<file path="src/rtl/spi_reg_ctrl.sv">
// -----------------------------------------------------------------------------
// spi_reg_ctrl
//
// Register-access sequencer that sits in front of a byte-wide SPI master.
// Each request becomes a 2-byte frame pushed into the master->slave FIFO:
//   byte 0 = {R/~W, addr[6:0]}  (bit 7 set for reads)
//   byte 1 = write data, or DUMMY_BYTE for reads
// The two bytes that come back through the slave->master FIFO (show-ahead)
// are consumed. The first byte is discarded. The second byte is the read data
// for reads and is ignored for writes. A single resp_valid pulse reports the
// result, or reports a timeout error if the bytes do not arrive in time.
//
// Ports:
//   clk, n_rst              clock, synchronous active-low reset
//   req_valid/req_ready     request handshake; req_ready is combinational
//   req_rw/req_addr/req_wdata  request payload (1 = read)
//   spi_ready, tx_empty     SPI master idle / master->slave FIFO empty
//   tx_data/tx_wrreq        master->slave FIFO write port (registered)
//   rx_empty/rx_data        slave->master FIFO status and show-ahead head
//   rx_rdreq                slave->master FIFO pop (combinational)
//   resp_valid/resp_rdata/resp_err  one-cycle response, data/err held
//   busy                    transaction in progress
// -----------------------------------------------------------------------------
module spi_reg_ctrl #(
    parameter int unsigned TIMEOUT_CYCLES = 1024,
    parameter logic [7:0]  DUMMY_BYTE     = 8'h00
) (
    input  logic       clk,
    input  logic       n_rst,
    input  logic       req_valid,
    output logic       req_ready,
    input  logic       req_rw,
    input  logic [6:0] req_addr,
    input  logic [7:0] req_wdata,
    input  logic       spi_ready,
    input  logic       tx_empty,
    output logic [7:0] tx_data,
    output logic       tx_wrreq,
    input  logic       rx_empty,
    input  logic [7:0] rx_data,
    output logic       rx_rdreq,
    output logic       resp_valid,
    output logic [7:0] resp_rdata,
    output logic       resp_err,
    output logic       busy
);

    typedef enum logic [1:0] {
        IDLE,
        PUSH_DATA,
        WAIT_RX0,
        WAIT_RX1
    } state_t;

    localparam logic [15:0] TMO_LAST = 16'(TIMEOUT_CYCLES - 1);

    state_t      state_q;
    logic        rw_q;
    logic [7:0]  wdata_q;
    logic [7:0]  tx_data_q;
    logic        tx_wrreq_q;
    logic        resp_valid_q;
    logic [7:0]  resp_rdata_q;
    logic        resp_err_q;
    logic [15:0] tmo_cnt_q;
    logic        pop_gap_q;

    logic accept;
    logic pop;
    logic tmo_hit;

    always_comb begin
        req_ready = n_rst && (state_q == IDLE) && spi_ready && tx_empty && rx_empty;
        accept    = req_valid && req_ready;
        // Popping is allowed in every state except PUSH_DATA. In IDLE this
        // drains stale bytes left by an aborted transaction. pop_gap_q spaces
        // pops one cycle apart so the FIFO empty flag can catch up.
        pop       = n_rst && (state_q != PUSH_DATA) && !rx_empty && !pop_gap_q;
        tmo_hit   = (tmo_cnt_q == TMO_LAST);
    end

    always_ff @(posedge clk) begin
        if (!n_rst) begin
            state_q      <= IDLE;
            rw_q         <= 1'b0;
            wdata_q      <= '0;
            tx_data_q    <= '0;
            tx_wrreq_q   <= 1'b0;
            resp_valid_q <= 1'b0;
            resp_rdata_q <= '0;
            resp_err_q   <= 1'b0;
            tmo_cnt_q    <= '0;
            pop_gap_q    <= 1'b0;
        end else begin
            tx_wrreq_q   <= 1'b0;
            resp_valid_q <= 1'b0;
            pop_gap_q    <= pop;
            case (state_q)
                IDLE: begin
                    if (accept) begin
                        rw_q       <= req_rw;
                        wdata_q    <= req_wdata;
                        tx_data_q  <= {req_rw, req_addr};
                        tx_wrreq_q <= 1'b1;
                        state_q    <= PUSH_DATA;
                    end
                end
                PUSH_DATA: begin
                    tx_data_q  <= rw_q ? DUMMY_BYTE : wdata_q;
                    tx_wrreq_q <= 1'b1;
                    tmo_cnt_q  <= '0;
                    state_q    <= WAIT_RX0;
                end
                WAIT_RX0: begin
                    // A pop on the timeout cycle takes priority over the error.
                    if (pop) begin
                        tmo_cnt_q <= tmo_cnt_q + 16'd1;
                        state_q   <= WAIT_RX1;
                    end else if (tmo_hit) begin
                        resp_valid_q <= 1'b1;
                        resp_err_q   <= 1'b1;
                        resp_rdata_q <= '0;
                        state_q      <= IDLE;
                    end else begin
                        tmo_cnt_q <= tmo_cnt_q + 16'd1;
                    end
                end
                WAIT_RX1: begin
                    if (pop) begin
                        resp_valid_q <= 1'b1;
                        resp_err_q   <= 1'b0;
                        resp_rdata_q <= rw_q ? rx_data : 8'h00;
                        state_q      <= IDLE;
                    end else if (tmo_hit) begin
                        resp_valid_q <= 1'b1;
                        resp_err_q   <= 1'b1;
                        resp_rdata_q <= '0;
                        state_q      <= IDLE;
                    end else begin
                        tmo_cnt_q <= tmo_cnt_q + 16'd1;
                    end
                end
                default: state_q <= IDLE;
            endcase
        end
    end

    assign tx_data    = tx_data_q;
    assign tx_wrreq   = tx_wrreq_q;
    assign rx_rdreq   = pop;
    assign resp_valid = resp_valid_q;
    assign resp_rdata = resp_rdata_q;
    assign resp_err   = resp_err_q;
    assign busy       = (state_q != IDLE);

endmodule

</file>
<file path="config.mk">
export PLATFORM = sky130hd
export DESIGN_NAME = spi_reg_ctrl
export DESIGN_NICKNAME = d
export VERILOG_FILES = /design/src/rtl/spi_reg_ctrl.sv
export SDC_FILE = /design/constraint.sdc
export NUM_CORES = 1
export LEC_CHECK = 0
export CORE_UTILIZATION = 53
export CTS_CLUSTER_DIAMETER = 40
export CTS_CLUSTER_SIZE = 28
export DETAILED_ROUTE_END_ITERATION = 10
export PLACE_DENSITY = 0.84
export SETUP_SLACK_MARGIN = 0.4
export SLEW_MARGIN = 20
export SYNTH_ARGS = -nofsm -noshare
export SYNTH_HDL_FRONTEND = slang
export SYNTH_SLANG_ARGS = --single-unit
export TNS_END_PERCENT = 100
</file>
<file path="constraint.sdc">
create_clock -name clk -period 3.22 [get_ports clk]
set_input_delay 0.644 -clock clk [delete_from_list [all_inputs] [get_ports clk]]
set_output_delay 0.644 -clock clk [all_outputs]
set_load 0.02 [all_outputs]
</file>
=== Word level (Yosys, flattened, before mapping) ===
Cells that the tools add are included.

* Register bits: 47
* Logic and storage cells: 65

* Reduce and logical (&&, ||, !) cells: 19
* Equality and inequality tests: 8
* $add $sub $neg: 1
* Mux-type cells: 27

{| class="wikitable"
|+ Operator list
! kind !! number
|-
| two-way mux 16 bit || 3
|-
| two-way mux 8 bit || 6
|-
| case mux 16 bit (3 select lines) || 1
|-
| case mux 8 bit (2 select lines) || 2
|-
| adder 16 x 1 -> 16 bit (second input constant) || 1
|-
| == test 16 x 10 -> 1 bit (second input constant) || 1
|-
| logical AND 1 bit || 8
|-
| two-way mux 2 bit || 4
|-
| case mux 2 bit (4 select lines) || 1
|-
| AND reduction 2 bit || 4
|-
| two-way mux 1 bit || 7
|-
| != test 2 bit (second input constant) || 3
|-
| case mux 1 bit (2 select lines) || 3
|-
| nonzero test 2 bit || 3
|-
| == test 2 bit (second input constant) || 2
|-
| nonzero test 3 bit || 1
|-
| == test 2 x 1 -> 1 bit (second input constant) || 1
|-
| zero test 1 bit || 2
|-
| zero test 2 bit || 1
|-
| != test 2 x 1 -> 1 bit (second input constant) || 1
|}

=== Depth between registers and ports, before layout ===
Gate-level depths: netlist (run 1).

* Word-level depth: 8
* Gate-level depth with buffers: 7
* Depth with buffers taken out: 6

=== Worst setup path after synthesis (run 1) ===
OpenSTA, ideal clock, no wires.

* Path kind: input port to output port
* From: input n_rst
* To: output rx_rdreq
* Arrival: 1,472 ps
* Path slack: 1,104 ps
* Stages on the path: 3
* Required time: 2,576 ps
* Path through: inv_1 -> or3_1 -> nor2_1

* Word-level cells in the longest chain between the ends: 3

{| class="wikitable"
|+ Ends and longest elaborated chain
! what !! RTL line !! source
|-
| start: declaration || 29 || <nowiki>input logic n_rst,</nowiki>
|-
| logical AND 1 bit (3 in a row) || 78 || <nowiki>pop = n_rst && (state_q != PUSH_DATA) && !rx_empty && !pop_gap_q;</nowiki>
|-
| end: declaration || 41 || <nowiki>output logic rx_rdreq,</nowiki>
|}

Every way passes these cells.

=== Worst setup path after layout (run 1) ===
* From: input n_rst
* To: output req_ready

* Word-level cells in the longest chain between the ends: 4

{| class="wikitable"
|+ Ends and longest elaborated chain
! what !! RTL line !! source
|-
| logical AND 1 bit (4 in a row) || 73 || <nowiki>req_ready = n_rst && (state_q == IDLE) && spi_ready && tx_empty && rx_empty;</nowiki>
|-
| end: declaration || 31 || <nowiki>output logic req_ready,</nowiki>
|}

Every way passes these cells.

==> impl_metrics.env, run 1 <==
export IMPL_worstSetupEndpoint="req_ready"
export IMPL_fin_nets=340
export IMPL_post_cts_buffers=0
export IMPL_drtIter0Drc=165
export IMPL_gr_usage_all_layers_pct=27.24
export IMPL_clk_pin_slew_ps=80
export IMPL_path_class="in2out"
export IMPL_ir_drop_mv=0.2735
export IMPL_crit_chain="clkdlybuf4s50_1 > buf_4 > nand4_1 > nor3_4 > dlygate4sd2_1"
export IMPL_yosys_warnings=0
export IMPL_outcome="finished, final reports clean"
export IMPL_fp_coreArea_um2=4029
export IMPL_synth_edf_count=0
export IMPL_cp_max_fo=14
export IMPL_ys_async_sr_fraction_pct=0
export IMPL_num_antenna_cells=0
export IMPL_synth_distinct_cells=48
export IMPL_synth_area_um2=2228
export IMPL_cts_resized=2
export IMPL_syn_avg_cell_area_um2=8.637
export IMPL_hp_class="reg2reg"
export IMPL_grt_pass1_wl_um=9156
export IMPL_io_buffers=51
export IMPL_cts_tree="built"
export IMPL_timing_rr_end="tmo_cnt_q[9]$_SDFFE_PN0P_"
export IMPL_skew_ps=2.426
export IMPL_ys_flop_type="dfxtp_1"
export IMPL_die_area_um2=4468
export IMPL_syn_to_final_growth_pct=28.97
export IMPL_grt_pass1_vias=1997
export IMPL_rows=23
export IMPL_cts_buffers=5
export IMPL_drive_above_1_share_pct=9.032
export IMPL_min_period_over_period_pct=81.78
export IMPL_wl_per_cell_um=15.30
export IMPL_cp_required_ps=2580
export IMPL_holdBufCountCts=0
export IMPL_antenna_left=0
export IMPL_htreeDepth=2
export IMPL_crit_reg2reg_launch="tmo_cnt_q[0]$_SDFFE_PN0P_"
export IMPL_power_mw=1.027
export IMPL_yosysMostFrequentCell="dfxtp_1"
export IMPL_r2r_cells=6
export IMPL_vias=2154
export IMPL_grt_start_max_net_pins=33
export IMPL_cts_sinks=47
export IMPL_dp_hpwl_um=3864
export IMPL_finalWirelength_um=5508
export IMPL_final_min_clock_period_ps=2633
export IMPL_cts_max_path_buffers=2
export IMPL_ys_seq_area_share_pct=42.22
export IMPL_synth_top_area_share_pct=42.22
export IMPL_yosysTopAreaCell="dfxtp_1"
export IMPL_hold_path_startpoint="wdata_q[6]$_SDFFE_PN0P_"
export IMPL_reg2reg_slack_ps=1060
export IMPL_worstSetupStartpoint="n_rst"
export IMPL_tightest_slew_ps=712.1
export IMPL_end_kind="output pin"
export IMPL_leakagePower_nw=0.9729
export IMPL_die_width_um=66.84
export IMPL_rsz0062_at_grt="no"
export IMPL_relSlewSlack_pct=52.53
export IMPL_routed_via_density=5.983
export IMPL_globalplace_congestion=0.8819
export IMPL_setup_viol=0
export IMPL_finalSetupTns_ps=0
export IMPL_p_per_area_nw_per_um2=357.4
export IMPL_crit_path_top_delay_cell="clkdlybuf4s50_1"
export IMPL_overflow=0
export IMPL_syn_inst=258
export IMPL_insertion_delay_ps=300
export IMPL_worst_ep_arrival_time_ps=1990
export IMPL_finalHoldViolCount=0
export IMPL_antenna_found_initial=0
export IMPL_ys_seq_elements=47
export IMPL_crit_path_start_kind="input pin"
export IMPL_drtPass1Iterations=4
export IMPL_die_y_um=66.84
export IMPL_ios=52
export IMPL_root_buffer="clkbuf_8"
export IMPL_initial_core_util_pct=55.31
export IMPL_drv_cap=0
export IMPL_fmax_mhz=379.7
export IMPL_yosys_top_cells_count="dfxtp_1 (47), a21oi_1 (29), nand3_1 (29), nand2_1 (27), nor2_1 (15)"
export IMPL_drv_slew=0
export IMPL_critPathMaxStageDelay_ps=480
export IMPL_syn_nets=289
export IMPL_synth_area_leaders="dfxtp_1 (42%), a21oi_1 (6.5%), nand3_1 (6.5%), nand2_1 (4.5%), nand4_1 (3.4%)"
export IMPL_drc_errors=0
==> worst min-delay path by stage <==
stage                              end  slack [ps]  depth (start not counted)
5_1_grt        wdata_q[6]$_SDFFE_PN0P_         490                          2
6_report       wdata_q[6]$_SDFFE_PN0P_         460                          2
3_3_place_gp   wdata_q[4]$_SDFFE_PN0P_         440                          2
3_5_place_dp   wdata_q[7]$_SDFFE_PN0P_         450                          2
2_1_floorplan  wdata_q[0]$_SDFFE_PN0P_         440                          2
4_1_cts        wdata_q[7]$_SDFFE_PN0P_         460                          2
==> critical path, delay by kind of cell <==
family | cells | cell delay [ps]
AND/OR/NAND/NOR | 2 | 320
buffers and inverters | 3 | 1020
==> metal layers <==
metal,wire [um],vias up,global-route usage [%],share of wire [%]
met4,112,0,11.17,2.0
li1,-,1081,-,-
met3,272,10,5.137,4.9
met5,0,-,0,0
met1,2414,993,34.91,44
met2,2709,70,44.44,49
==> power breakdown <==
part           switching (mW)  internal, mW
clock network           0.191         0.153
logic                  0.0433        0.0498
registers             0.00454         0.586
==> cell families (layout without fill, tap and decap cells) <==
logic type / Yosys count / after routing / share of synthesized area [%]
simple gates: 116 / 116 / 31.11
compound gates: 72 / 72 / 21.73
flops: 47 / 47 / 42.22
buf+inv: 21 / 73 / 3.986
fa+ha+maj: 1 / 1 / 0.5614
xor+xnor: 1 / 1 / 0.3931
==> sequential cells by signal, summed over array words and instances, names as in the netlist <==
register,count
pop_gap_q,1
resp_err,1
resp_rdata,8
resp_valid,1
rw_q,1
state_q,2
tmo_cnt_q,16
tx_data,8
tx_wrreq,1
wdata_q,8
==> area by class of cell <==
| type | count | area [um2] |
|---|---|---|
| multi-input combinational | 190 | 1199 |
| timing repair buffer | 59 | 568.0 |
| fill | 351 | 1155 |
| sequential | 47 | 940.9 |
| tap | 50 | 62.56 |
| inverter | 6 | 22.52 |
| clock buffer | 7 | 76.32 |
| clock inverter | 1 | 5.005 |
==> through the flow <==
| stage | worst slack (ps) | instances | util [%] | cell area, um2 | hold slack, ps |
|---|---|---|---|---|---|
| floorplan | 1104 | 258 | - | 2228 | 436.4 |
| global placement | 313.7 | 352 | 69.38 | 2795 | 443.7 |
| detailed placement | 309.6 | 352 | 69.38 | 2795 | 449.7 |
| CTS | 580.2 | 360 | 71.34 | 2874 | 461.7 |
| global route | 498.4 | 360 | 71.34 | 2874 | 488.5 |
| finish | 586.7 | 360 | 71.34 | 2874 | 459.8 |
==> cells in the final DEF, fill, tap and decap left out, drive strengths merged, types with 8 or more instances in the layout <==
cell type,instances
clkdlybuf4s50,49
dfxtp,47
nand3,29
a21oi,29
nand2,28
nor2,15
nand4,13
a22o,8
a311oi,8
buf,8
o21ai,8
No activity file was read; power rests on OpenSTA's default activity.
==> run 2: changes to the inputs <==
Settings changed: CORE_UTILIZATION 53 to 49, PLACE_DENSITY 0.84 to 0.79.
Clock period 3.22 ns to 2.7 ns, I/O delays scaled along.
==> run 2 against run 1 <==
Clock-buffer cell count fell by 2. Clock power rose by 20%. Register-to-register slack worse by 430 ps. Clock skew increased by 1.7 ps. Sequential power grew 19%. Hold slack gained 1.2 ps. Global-route usage is 2.9 points lower. Core utilization fell by 4.3 points. First-iteration DRC count down 25%. Flip-flop and latch count is the same. Non-clock buffer count up 4. Final cell count grew 1.4%. Critical path type is now in2reg. Largest cell class unchanged.
==> impl_metrics.env, run 2 (same netlist as run 1, synthesis figures left out) <==
export IMPL_regMostFlops="tmo_cnt_q"
export IMPL_routed_via_density=6.121
export IMPL_dp_hpwl_um=4028
export IMPL_wl_met3_um=279
export IMPL_stdcell_count=365
export IMPL_worst_ep_arrival_time_ps=2460
export IMPL_dp_cells=357
export IMPL_p_switching_mw=0.2943
export IMPL_highest_layer="met4"
export IMPL_drtPass1Iterations=4
export IMPL_worstSetupStartpoint="n_rst"
export IMPL_vias=2234
export IMPL_root_buffer="clkbuf_8"
export IMPL_gr_usage_all_layers_pct=24.30
export IMPL_drive_above_1_share_pct=12.46
export IMPL_cp_required_ps=2900
export IMPL_antenna_left=0
export IMPL_swShare_pct=23.85
export IMPL_min_path_cells=2
export IMPL_ir_drop_mv=0.3071
export IMPL_wl_per_cell_um=15.53
export IMPL_die_y_um=69.44
export IMPL_crit_reg2reg_launch="tmo_cnt_q[0]$_SDFFE_PN0P_"
export IMPL_overflow=0
export IMPL_drc_errors=0
export IMPL_cts_sinks=47
export IMPL_power_frac_clock_pct=33.5
export IMPL_fillCellCount=356
export IMPL_cellInternalPower_mw=0.9395
export IMPL_fp_coreArea_um2=4354
export IMPL_reg2reg_slack_ps=630
export IMPL_setup_viol=0
export IMPL_largest_register_ffs=16
export IMPL_finalHoldViolCount=0
export IMPL_antenna_found_initial=0
export IMPL_clk_pin_slew_ps=90
export IMPL_min_period_over_period_pct=83.66
export IMPL_cts_max_path_buffers=2
export IMPL_fmax_mhz=442.7
export IMPL_dr_wl_met2_um=2792
export IMPL_wl_met1_um=2527
export IMPL_power_mw=1.234
export IMPL_dp_slack_ps=16.37
export IMPL_p_per_area_nw_per_um2=422.7
export IMPL_outcome="finished, final reports clean"
export IMPL_insertion_delay_ps=300
export IMPL_cts_tree="built"
export IMPL_timing_rr_end="tmo_cnt_q[9]$_SDFFE_PN0P_"
export IMPL_cp_max_fo=13
export IMPL_tightest_slew_ps=504.4
export IMPL_grt_pass1_vias=2115
export IMPL_hold_path_startpoint="wdata_q[2]$_SDFFE_PN0P_"
export IMPL_die_width_um=69.44
export IMPL_finalSetupTns_ps=0
export IMPL_sequentialPowerShare_pct=57.1
export IMPL_path_class="in2reg"
export IMPL_grt_pass1_wl_um=9556
export IMPL_fin_hold_ws_ps=461.0
export IMPL_drtIter0Drc=124
export IMPL_final_util_pct=67.04
export IMPL_grt_start_max_net_pins=33
export IMPL_r2r_cells=6
export IMPL_end_kind="register"
export IMPL_final_cell_mix="clkdlybuf4s50_1 (49), dfxtp_1 (45), nand3_1 (29)"
export IMPL_rows=24
export IMPL_relSlewSlack_pct=66.29
export IMPL_final_area_um2=2919
export IMPL_die_area_um2=4821
export IMPL_dpl_instance_area_um2=2820
export IMPL_initial_core_util_pct=51.18
export IMPL_skew_ps=4.076
export IMPL_fin_nets=344
export IMPL_layout_commonest_cell="clkdlybuf4s50_1"
export IMPL_combPwrFrac_pct=9.4
export IMPL_htreeDepth=2
export IMPL_rsz0062_at_grt="yes"
export IMPL_drv_cap=0
export IMPL_leakagePower_nw=0.9939
export IMPL_cts_buffers=5
export IMPL_holdPathEnd="wdata_q[2]$_SDFFE_PN0P_"
export IMPL_drv_slew=0
export IMPL_syn_to_final_growth_pct=30.99
export IMPL_io_buffers=51
export IMPL_fin_ws_ps=441.1
export IMPL_finalWirelength_um=5667
export IMPL_ios=52
export IMPL_globalplace_congestion=0.8746
export IMPL_crit_path_start_kind="input pin"
export IMPL_final_min_clock_period_ps=2259
export IMPL_holdBufCountCts=0
export IMPL_hp_class="reg2reg"
export IMPL_num_antenna_cells=0
==> run 2: per-layer routing <==
metal,GRT usage (%),up-vias
met4,9.297,0
met1,30.61,1070
li1,-,1086
met3,4.360,7
met2,41.21,71
met5,0,-
==> run 2: worst max path at each step <==
stage                                     end  slack (ps)  cells after the start
floorplan                            rx_rdreq         790                      3
global placement                     rx_rdreq           9                      5
detailed placement                   rx_rdreq          20                      5
CTS                                  rx_rdreq         350                      5
global route        tmo_cnt_q[2]$_SDFFE_PN0P_         370                      8
finish              tmo_cnt_q[9]$_SDFFE_PN0P_         440                      7
==> run 2: power by group through the flow <==
stage	sequential [mW]	combinational [mW]	clock [mW]
final	0.705	0.116	0.413
after global routing	0.706	0.125	0.441
after CTS	0.705	0.115	0.419
after detailed placement	0.721	0.115	0
after global placement	0.721	0.114	0
after floorplan	0.723	0.0417	0
==> run 2: worst max-delay path: stages <==
cell,delay (ps)
clkdlybuf4s50_1,470
buf_4,110
buf_4,170
or4bb_4,550
o211ai_2,200
nor4_1,100
o31a_1,300
==> run 2: cell type report <==
type | count | area (um2) | area share (%)
clock buffer | 5 | 68.82 | 2.357
clock inverter | 2 | 13.76 | 0.4715
inverter | 6 | 22.52 | 0.7715
multi-input combinational | 190 | 1211 | 41.49
sequential | 47 | 943.4 | 32.32
tap | 52 | 65.06 | 2.229
timing repair buffer | 63 | 594.3 | 20.36
==> run 2: timing repair <==
item | CTS | global route
setup endpoints to repair | 12 | 16
cloned | 0 | 0
pin swaps | 0 | 1
resized for setup | 9 | 5
setup buffers | 0 | 1
==> run 3: changes to the inputs <==
Settings changed: CORE_UTILIZATION 49 to 45, PLACE_DENSITY 0.79 to 0.76.
Clock period 2.7 ns to 2 ns, I/O delays scaled along.
==> run 3 against run 2 <==
Critical endpoint is now tmo_cnt_q[12]$_SDFFE_PN0P_. Register-to-register slack got worse by 310 ps. Clock skew decreased by 0.99 ps. Sequential share of layout area decreased by 2.8 points. Die area increased by 8.6%. Core utilization rose by 2.4 points. Worst setup slack got worse by 120 ps. Clock power increased by 69%. Non-clock buffer count increased by 24. Global-route usage up 0.82 points. Sequential power up 34%. Clock-buffer cell count increased by 2.
==> impl_metrics.env, run 3 (same netlist as run 1, synthesis figures left out) <==
export IMPL_outcome="finished, final reports clean"
export IMPL_drv_cap=0
export IMPL_cts_sinks=47
export IMPL_finalHoldViolCount=0
export IMPL_reg2reg_slack_ps=320
export IMPL_crit_chain="ha_4 > and4bb_4 > nand4_4 > o211ai_4 > or4b_1 > a21oi_2"
export IMPL_ios=52
export IMPL_crit_path_top_delay_cell="or4b_1"
export IMPL_clk_pin_slew_ps=90
export IMPL_die_area_um2=5237
export IMPL_finalWirelength_um=6449
export IMPL_r2r_cells=6
export IMPL_htreeDepth=2
export IMPL_grt_pass1_wl_um=10340
export IMPL_finalSetupTns_ps=0
export IMPL_seq_area_um2=974.7
export IMPL_holdBufCountCts=0
export IMPL_die_width_um=72.37
export IMPL_cts_max_path_buffers=2
export IMPL_min_period_over_period_pct=84.19
export IMPL_largest_register_ffs=16
export IMPL_stdcell_count=405
export IMPL_hp_class="reg2reg"
export IMPL_root_buffer="clkbuf_8"
export IMPL_path_class="reg2reg"
export IMPL_final_min_clock_period_ps=1684
export IMPL_setup_viol=0
export IMPL_fmax_mhz=593.9
export IMPL_multi_input_area_um2=1318
export IMPL_leakagePower_nw=1.261
export IMPL_io_buffers=51
export IMPL_cts_tree="built"
export IMPL_drtPass1Iterations=4
export IMPL_gr_usage_all_layers_pct=25.12
export IMPL_routed_via_density=5.719
export IMPL_fillCellCount=383
export IMPL_cts_buffers=5
export IMPL_relSlewSlack_pct=72.87
export IMPL_dp_cells=383
export IMPL_grt_pass1_vias=2220
export IMPL_drive_above_1_share_pct=28.99
export IMPL_initial_core_util_pct=46.87
export IMPL_min_path_cells=2
export IMPL_regMostFlops="tmo_cnt_q"
export IMPL_antenna_left=0
export IMPL_fin_nets=368
export IMPL_worst_path_stages=6
export IMPL_num_antenna_cells=0
export IMPL_rows=25
export IMPL_globalplace_congestion=0.8702
export IMPL_dp_hpwl_um=4020
export IMPL_crit_path_start_kind="register"
export IMPL_wl_per_cell_um=15.92
export IMPL_drv_slew=0
export IMPL_final_cell_mix="dfxtp_1 (32), nand3_1 (29), buf_4 (28)"
export IMPL_die_y_um=72.37
export IMPL_end_kind="register"
export IMPL_layout_commonest_cell="dfxtp_1"
export IMPL_grt_start_max_net_pins=33
export IMPL_skew_ps=3.086
export IMPL_drc_errors=0
export IMPL_syn_to_final_growth_pct=48.06
export IMPL_vias=2316
export IMPL_cpLargestDelayFamily="simple AND/OR/NAND/NOR gates"
export IMPL_fp_coreArea_um2=4755
export IMPL_cp_required_ps=2250
export IMPL_cp_max_fo=6
export IMPL_critPathMaxStageDelay_ps=510
export IMPL_insertion_delay_ps=310
export IMPL_rsz0062_at_grt="yes"
export IMPL_overflow=0
export IMPL_drtIter0Drc=109
export IMPL_worst_ep_arrival_time_ps=1930
export IMPL_ir_drop_mv=0.3681
export IMPL_p_per_area_nw_per_um2=550.0
export IMPL_antenna_found_initial=0
export IMPL_tightest_slew_ps=406.9
export IMPL_crit_buf_inv=0
run 3: changes by cell type in the layout (fill, tap and decap cells not counted), sizes merged:
cell           previous run  this run
clkinv                    3         1
dlygate4sd2               0        21
buf                      14        41
clkinvlp                  0         1
clkbuf                    5         7
clkdlybuf4s50            49        25
run 3: through the flow:
stage	power [mW]	instance area (um2)	utilization, %	worst slack [ps]	hold WS [ps]
global route	1.874	3299	69.39	249.4	494.2
floorplan	1.030	2251	-	384.4	436.4
detailed placement	1.130	2944	61.92	-434.0	450.6
finish	1.815	3299	69.39	316.1	463.9
global placement	1.129	2944	61.92	-434.6	444.6
CTS	1.818	3207	67.45	336.3	463.4
run 3: worst paths after layout:
path	endpoint	start
setup / recovery	tmo_cnt_q[12]$_SDFFE_PN0P_	tmo_cnt_q[0]$_SDFFE_PN0P_
setup reg to reg	tmo_cnt_q[12]$_SDFFE_PN0P_	tmo_cnt_q[0]$_SDFFE_PN0P_
hold / removal	wdata_q[4]$_SDFFE_PN0P_	wdata_q[4]$_SDFFE_PN0P_
hold reg to reg	wdata_q[4]$_SDFFE_PN0P_	wdata_q[4]$_SDFFE_PN0P_
run 3: worst reg2reg max path: stages, from the launching register on:
cell and delay (ps):
dfxtp_4 360, ha_4 170, and4bb_4 200, nand4_4 120, o211ai_4 130, or4b_1 510, a21oi_2 140
run 3: layout make-up:
cell class / instances / area share (%)
Sequential cell: 47 / 29.54
Timing Repair Buffer: 87 / 23.66
Inverter: 6 / 0.7964
Multi-Input combinational cell: 190 / 39.93
Clock inverter: 1 / 0.2655
Tap cell: 67 / 2.541
Clock buffer: 7 / 3.261
run 3: power breakdown:
part	switching [mW]	internal (mW)
Clock	0.337	0.361
Combinational	0.0814	0.0911
Sequential	0.00709	0.937
Total	0.426	1.39
run 3: timing repair:
item                                   CTS  global route
pin swaps                               18             5
gates resized for setup                 80            17
buffers inserted                        10             4
endpoints found under the hold margin    0             0
setup endpoints to repair               67            37
run 3: metal layers:
metal  track usage, %  vias up  part of all wire [%]  wire, um
li1                 -     1137                     -         -
met1            32.62     1092                    43      2801
met2            41.54       75                    50      3216
met3            5.556       12                   5.3       345
met4            7.843        0                   1.3        86
met5                0        -                     0         0
